--- src/rtl/fetch_pkg.sv ---
// Shared types and constants for the instruction fetch unit.
package fetch_pkg;
    typedef enum logic [1:0] {
        IDLE = 2'd0,
        REQ  = 2'd1,
        DROP = 2'd2
    } fetch_state_e;

    localparam int          PC_STEP  = 4;
    localparam logic [31:0] RESET_PC = 32'h0040_0000;
endpackage

--- src/rtl/instr_fetch_unit_if.sv ---
// Bundle of the PC, instruction-memory and decode-side signals around the fetch unit.
interface instr_fetch_unit_if #(
    parameter int N_BITS = 32
) ();
    logic [N_BITS-1:0] pc_value_i;
    logic              pc_write_o;
    logic [N_BITS-1:0] new_pc_o;
    logic              redirect_i;
    logic [N_BITS-1:0] redirect_pc_i;
    logic              imem_req_o;
    logic [N_BITS-1:0] imem_addr_o;
    logic              imem_ack_i;
    logic [N_BITS-1:0] imem_rdata_i;
    logic              instr_valid_o;
    logic [N_BITS-1:0] instr_o;
    logic [N_BITS-1:0] instr_pc_o;
    logic              instr_ready_i;
    logic              misaligned_o;

    // The fetch unit itself
    modport master (
        input  pc_value_i, redirect_i, redirect_pc_i, imem_ack_i, imem_rdata_i, instr_ready_i,
        output pc_write_o, new_pc_o, imem_req_o, imem_addr_o, instr_valid_o, instr_o,
        output instr_pc_o, misaligned_o
    );

    // PC, memory and decode stage surrounding it
    modport slave (
        output pc_value_i, redirect_i, redirect_pc_i, imem_ack_i, imem_rdata_i, instr_ready_i,
        input  pc_write_o, new_pc_o, imem_req_o, imem_addr_o, instr_valid_o, instr_o,
        input  instr_pc_o, misaligned_o
    );
endinterface

--- src/rtl/instr_skid_buf.sv ---
// Two-entry {pc, instr} FIFO with registered head, flush, and simultaneous push/pop.
module instr_skid_buf #(
    parameter int             W        = 32,
    parameter logic [W-1:0]   RESET_PC = '0
) (
    input  logic         clk,
    input  logic         reset,
    input  logic         flush,
    input  logic         push,
    input  logic [W-1:0] push_pc,
    input  logic [W-1:0] push_instr,
    input  logic         pop,
    output logic         head_valid,
    output logic [W-1:0] head_pc,
    output logic [W-1:0] head_instr,
    output logic [1:0]   count
);
    logic [1:0][W-1:0] pc_reg, pc_next;
    logic [1:0][W-1:0] instr_reg, instr_next;
    logic [1:0]        count_reg, count_next;
    logic [1:0]        wr_idx;

    // A push lands in the slot left free after this cycle's pop has shifted the queue.
    assign wr_idx = count_reg - {1'b0, pop};

    genvar gi;
    generate
        for (gi = 0; gi < 2; gi++) begin : g_entry
            if (gi < 1) begin : g_shift
                assign pc_next[gi]    = (flush) ? pc_reg[gi] :
                                        (push && wr_idx == 2'(gi)) ? push_pc :
                                        (pop) ? pc_reg[gi+1] : pc_reg[gi];
                assign instr_next[gi] = (flush) ? instr_reg[gi] :
                                        (push && wr_idx == 2'(gi)) ? push_instr :
                                        (pop) ? instr_reg[gi+1] : instr_reg[gi];
            end else begin : g_tail
                assign pc_next[gi]    = (!flush && push && wr_idx == 2'(gi)) ? push_pc : pc_reg[gi];
                assign instr_next[gi] = (!flush && push && wr_idx == 2'(gi)) ? push_instr : instr_reg[gi];
            end
        end
    endgenerate

    always_comb begin
        count_next = count_reg;
        if (flush) begin
            count_next = 2'd0;
        end else begin
            count_next = count_reg + {1'b0, push} - {1'b0, pop};
        end
    end

    always_ff @(posedge clk) begin
        if (!reset) begin
            for (int i = 0; i < 2; i++) begin
                pc_reg[i]    <= RESET_PC;
                instr_reg[i] <= '0;
            end
            count_reg <= 2'd0;
        end else begin
            pc_reg    <= pc_next;
            instr_reg <= instr_next;
            count_reg <= count_next;
        end
    end

    assign head_valid = (count_reg != 2'd0);
    assign head_pc    = pc_reg[0];
    assign head_instr = instr_reg[0];
    assign count      = count_reg;
endmodule

--- src/rtl/instr_fetch_unit.sv ---
// Fetch stage: issues one outstanding imem request at a time, updates the PC on ack or
// redirect, and queues fetched words for decode.
module instr_fetch_unit #(
    parameter int                N_BITS   = 32,
    parameter logic [N_BITS-1:0] RESET_PC = N_BITS'(fetch_pkg::RESET_PC)
) (
    input logic                clk,
    input logic                reset,
    instr_fetch_unit_if.master bus
);
    import fetch_pkg::*;

    fetch_state_e      state_reg;
    logic              req_reg;
    logic [N_BITS-1:0] addr_reg;
    logic              misaligned_reg;

    logic              buf_valid;
    logic [1:0]        buf_count;
    logic [1:0]        count_after_pop;
    logic              pop;
    logic              ack_take;
    logic              can_issue;
    logic              pc_aligned;
    logic              issue;
    logic              flag_misalign;

    assign pop             = buf_valid & bus.instr_ready_i;
    assign ack_take        = (state_reg == REQ) & bus.imem_ack_i & ~bus.redirect_i;
    assign count_after_pop = buf_count - {1'b0, pop};
    assign pc_aligned      = (bus.pc_value_i[1:0] == 2'b00);
    assign can_issue       = (state_reg == IDLE) & ~bus.redirect_i & ~misaligned_reg;
    assign issue           = can_issue & pc_aligned & (count_after_pop < 2'd2);
    assign flag_misalign   = can_issue & ~pc_aligned;

    // Redirect outranks the sequential update when both land in the same cycle.
    always_comb begin
        bus.pc_write_o = 1'b1;
        bus.new_pc_o   = bus.pc_value_i;
        if (bus.redirect_i) begin
            bus.pc_write_o = 1'b0;
            bus.new_pc_o   = bus.redirect_pc_i;
        end else if (ack_take) begin
            bus.pc_write_o = 1'b0;
            bus.new_pc_o   = addr_reg + N_BITS'(PC_STEP);
        end
    end

    always_ff @(posedge clk) begin
        if (!reset) begin
            state_reg      <= IDLE;
            req_reg        <= 1'b0;
            addr_reg       <= '0;
            misaligned_reg <= 1'b0;
        end else begin
            if (flag_misalign) begin
                misaligned_reg <= 1'b1;
            end
            case (state_reg)
                IDLE: begin
                    if (issue) begin
                        req_reg   <= 1'b1;
                        addr_reg  <= bus.pc_value_i;
                        state_reg <= REQ;
                    end
                end
                REQ: begin
                    if (bus.imem_ack_i) begin
                        req_reg   <= 1'b0;
                        state_reg <= IDLE;
                    end else if (bus.redirect_i) begin
                        state_reg <= DROP;
                    end
                end
                DROP: begin
                    // Request stays up until the memory answers; its data is discarded.
                    if (bus.imem_ack_i) begin
                        req_reg   <= 1'b0;
                        state_reg <= IDLE;
                    end
                end
                default: begin
                    state_reg <= IDLE;
                    req_reg   <= 1'b0;
                end
            endcase
        end
    end

    instr_skid_buf #(
        .W        (N_BITS),
        .RESET_PC (RESET_PC)
    ) u_skid_buf (
        .clk        (clk),
        .reset      (reset),
        .flush      (bus.redirect_i),
        .push       (ack_take),
        .push_pc    (addr_reg),
        .push_instr (bus.imem_rdata_i),
        .pop        (pop),
        .head_valid (buf_valid),
        .head_pc    (bus.instr_pc_o),
        .head_instr (bus.instr_o),
        .count      (buf_count)
    );

    assign bus.imem_req_o    = req_reg;
    assign bus.imem_addr_o   = addr_reg;
    assign bus.instr_valid_o = buf_valid;
    assign bus.misaligned_o  = misaligned_reg;
endmodule

--- src/flat_wrapper.sv ---
// flat-port wrapper written by rule: the top's interface ports become plain ports
module instr_fetch_unit_flat import fetch_pkg::*;
#(
    parameter int                N_BITS   = 32,
    parameter logic [N_BITS-1:0] RESET_PC = N_BITS'(fetch_pkg::RESET_PC)
)
  (clk, reset, bus_pc_value_i, bus_redirect_i, bus_redirect_pc_i, bus_imem_ack_i, bus_imem_rdata_i, bus_instr_ready_i, bus_pc_write_o, bus_new_pc_o, bus_imem_req_o, bus_imem_addr_o, bus_instr_valid_o, bus_instr_o, bus_instr_pc_o, bus_misaligned_o);
  instr_fetch_unit_if #(.N_BITS(N_BITS)) bus_i ();
  input logic clk;
  input logic reset;
  input wire logic [$bits(bus_i.pc_value_i)-1:0] bus_pc_value_i;
  input wire logic [$bits(bus_i.redirect_i)-1:0] bus_redirect_i;
  input wire logic [$bits(bus_i.redirect_pc_i)-1:0] bus_redirect_pc_i;
  input wire logic [$bits(bus_i.imem_ack_i)-1:0] bus_imem_ack_i;
  input wire logic [$bits(bus_i.imem_rdata_i)-1:0] bus_imem_rdata_i;
  input wire logic [$bits(bus_i.instr_ready_i)-1:0] bus_instr_ready_i;
  output wire logic [$bits(bus_i.pc_write_o)-1:0] bus_pc_write_o;
  output wire logic [$bits(bus_i.new_pc_o)-1:0] bus_new_pc_o;
  output wire logic [$bits(bus_i.imem_req_o)-1:0] bus_imem_req_o;
  output wire logic [$bits(bus_i.imem_addr_o)-1:0] bus_imem_addr_o;
  output wire logic [$bits(bus_i.instr_valid_o)-1:0] bus_instr_valid_o;
  output wire logic [$bits(bus_i.instr_o)-1:0] bus_instr_o;
  output wire logic [$bits(bus_i.instr_pc_o)-1:0] bus_instr_pc_o;
  output wire logic [$bits(bus_i.misaligned_o)-1:0] bus_misaligned_o;
  assign bus_i.pc_value_i = bus_pc_value_i;
  assign bus_i.redirect_i = bus_redirect_i;
  assign bus_i.redirect_pc_i = bus_redirect_pc_i;
  assign bus_i.imem_ack_i = bus_imem_ack_i;
  assign bus_i.imem_rdata_i = bus_imem_rdata_i;
  assign bus_i.instr_ready_i = bus_instr_ready_i;
  assign bus_pc_write_o = bus_i.pc_write_o;
  assign bus_new_pc_o = bus_i.new_pc_o;
  assign bus_imem_req_o = bus_i.imem_req_o;
  assign bus_imem_addr_o = bus_i.imem_addr_o;
  assign bus_instr_valid_o = bus_i.instr_valid_o;
  assign bus_instr_o = bus_i.instr_o;
  assign bus_instr_pc_o = bus_i.instr_pc_o;
  assign bus_misaligned_o = bus_i.misaligned_o;
  instr_fetch_unit #(.N_BITS(N_BITS), .RESET_PC(RESET_PC)) u_core (.clk(clk), .reset(reset), .bus(bus_i));
endmodule
--- config.mk ---
export PLATFORM = sky130hd
export DESIGN_NAME = instr_fetch_unit_flat
export DESIGN_NICKNAME = d
export VERILOG_FILES = /design/src/rtl/fetch_pkg.sv /design/src/rtl/instr_fetch_unit_if.sv /design/src/rtl/instr_skid_buf.sv /design/src/rtl/instr_fetch_unit.sv /design/src/flat_wrapper.sv
export SDC_FILE = /design/constraint.sdc
export NUM_CORES = 1
export LEC_CHECK = 0
export CELL_PAD_IN_SITES_DETAIL_PLACEMENT = 0
export CELL_PAD_IN_SITES_GLOBAL_PLACEMENT = 1
export CORE_MARGIN = 8
export CORE_UTILIZATION = 40
export CTS_CLUSTER_DIAMETER = 100
export DETAILED_ROUTE_END_ITERATION = 6
export DONT_BUFFER_PORTS = 1
export PLACE_DENSITY = 0.79
export SYNTH_ARGS = -nofsm -noshare
export SYNTH_HDL_FRONTEND = slang
export SYNTH_SLANG_ARGS = --single-unit
--- constraint.sdc ---
create_clock -name clk -period 4.5 [get_ports clk]
set_input_delay 0.9 -clock clk [delete_from_list [all_inputs] [get_ports clk]]
set_output_delay 0.9 -clock clk [all_outputs]
set_load 0.01 [all_outputs]
==> run metrics <==
fin worst setup slack=731.4 ps; Avg Synthesized Cell Area=7.935 um2; pin count of the biggest net entering global routing=136; Final Total Pwr=3.742 mW; post-synthesis mux area share=8.507%; share of post-route cells with drive strength above 1=5.920%; H-tree depth=4; Synth warnings=0; leading area contributor after synthesis=dfxtp_1; CP peak stage delay=650 ps; Root Buffer Master=clkbuf_16; maximum vdd ir drop=0.2466 mV; Post-synth EDFFs=0; drt pass-1 iters=5; grt ovf=0; global-route wire length before repair=36070 um; RSZ-0062 raised after global routing=false; Finished Cell Area=8428 um2; top routing layer in use=met4; Die Wd=159.5 um; syn_nets=1145; Final Hold Viols=0; FILL cells=2031; f_max=265.4 MHz; drt wl/cell=19.14 um; main combinational cell family by area after synthesis=simple AND/OR/NAND/NOR gates; clk_lat worst skew=420 ps; I/O Buffers=0; dpl cell area=7839 um2; status=completed; Synth Area in Simple Gates=19.81%; minimum clock period=3769 ps; xor/xnor share of the synthesized area=2.871%; relative slew slack=26.50%; synth top area cells=dfxtp_1 40%, nand2_1 11%, mux2i_1 8.5%; Crit path max-delay family=simple AND/OR/NAND/NOR gates; post-synthesis compound-gate area fraction=16.36%; Post-synth top cells=242 x nand2_1, 166 x dfxtp_1, 105 x a21oi_1; # clock sinks=166; placed instance count=1167; ant diodes=0; Non-Filler Instances=1199; DRT iter0 DRCs=467; Initial Util=40.71%; area grow syn2layout=2.324%; Die ar.=25440 um2; drc violations=0; Setup crit end kind=primary output; Worst EP arrival=2870 ps; area of the multi-input gates=4020 um2; Post-Synth Adder-Cell Area=0.9114%; register area=3323 um2; utilization after layout=41.65%; worst-case clock buffer depth=2; Post-Route WL=22940 um; Setup CP Type=register to primary output; wire length on met1=10700 um; Async SR Flop Fraction=0%; Slowest-stage cell, CP=dfxtp_1; Tcrit/Tclk final=83.75%; Die Ht=159.5 um; # IOs=233; Worst-Margin Slew=1102 ps; Worst Clk Skew=10.29 ps; pwr dens=443.9 nW/um2; part of the Yosys area used for sequential elements=40.35%; hold_buf cts=0; all-layer global routing usage=17.53%; synth unique cells=47; Hold Slack=452.4 ps; Slew Viols, Final=0; Setup Fix Bufs, Post-CTS=0; wire length on met2=9916 um; via count=6367; Cells after Synth=1038; Clock Pin Slew Worst Setup and Hold Paths=70 ps; crit-path cells=ha_1, nand3_1, or4_4, nor4_4, xnor2_1, o21ai_1; met3 wire length=2123 um; count leader, synth=nand2_1; CP Max Fanout=9; nets=1023; Num CTS Buffers=17; GPL Wtd Cong=0.7973; CP Data Required Time=3600 ps; CTS tree=yes; leading register cell type out of synthesis=dfxtp_1; # rows=52; hold crit path type=register to register; TNS Setup=0 ps; top cell type's share of synthesized area=40.35%; vias per cell=5.310; crit start category=register; leakage power figure=2.535 nW; Setup WS pre-CTS=1151 ps; initial antenna violation count=0; remaining antenna violation count after routing=0; max_cap viols=0; Placeable Area=20230 um2; Synth Cell Area=8237 um2; Final Setup Violations=0; number of global-route vias before repair=5899; post-CTS resize count=0; buffer and inverter count on the worst path=0; DP Wirelength=15580 um; flops & latches, synth=166
## tightest hold or removal path: cells and delay by family, from the launching register on
family	cells	cell delay, ps
flops	1	310
simple gates	1	50
compound gates	1	50
## power breakdown
part	switching (mW)	internal, mW	total [mW]
logic	0.333	0.200	0.533
clock network	0.635	0.843	1.48
registers	0.159	1.57	1.73
## kinds of logic after synthesis
kind of cell	Yosys count
simple gates	387
buf+inv	163
mux	70
fa+ha+maj	6
flops	166
xor+xnor	27
compound gates	219
## routing by layer
metal	track usage (%)	vias up
met5	0	-
li1	-	3226
met2	25.88	216
met4	4.202	0
met3	6.851	18
met1	23.47	2907
## path summary, 6_finish.rpt
check,end,from,cells after the start,slack (ps)
worst min register to register,u_core.u_skid_buf.pc_reg[41]$_SDFFE_PN0P_,u_core.u_skid_buf.pc_reg[41]$_SDFFE_PN0P_,2,450
worst max register to register,u_core.u_skid_buf.head_instr[4]$_SDFFE_PN0P_,u_core.state_reg[1]$_SDFFE_PN0P_,8,1390
worst min-delay path,u_core.u_skid_buf.pc_reg[41]$_SDFFE_PN0P_,u_core.u_skid_buf.pc_reg[41]$_SDFFE_PN0P_,2,450
worst max-delay path,bus_new_pc_o[30],u_core.bus.imem_addr_o[3]$_SDFFE_PN0P_,6,730
## cell usage in the layout (no fill, tap or decap), types with 3 or more instances in the layout
master and count:
and3_1 8, inv_6 5, o21ai_0 22, a21oi_1 105
buf_4 10, nand2b_1 4, o31a_1 3, mux2i_1 70
a211oi_1 64, clkinvlp_4 4, clkbuf_16 17, nand4_1 7
o221ai_1 13, nor2_1 79, ha_1 6, nand3_1 13
nor3_1 10, inv_1 9, dfxtp_1 166, nor4_1 7
xor2_1 6, nand2_1 242, xnor2_1 21
## layout make-up
type | count | share of cell area (%)
multi-input combinational | 709 | 47.70
timing repair buffer | 12 | 1.366
clock buffer | 20 | 5.300
clock inverter | 12 | 1.692
inverter | 10 | 0.5048
sequential | 166 | 39.43
tap | 270 | 4.008
No activity file was read; power rests on OpenSTA's default activity.
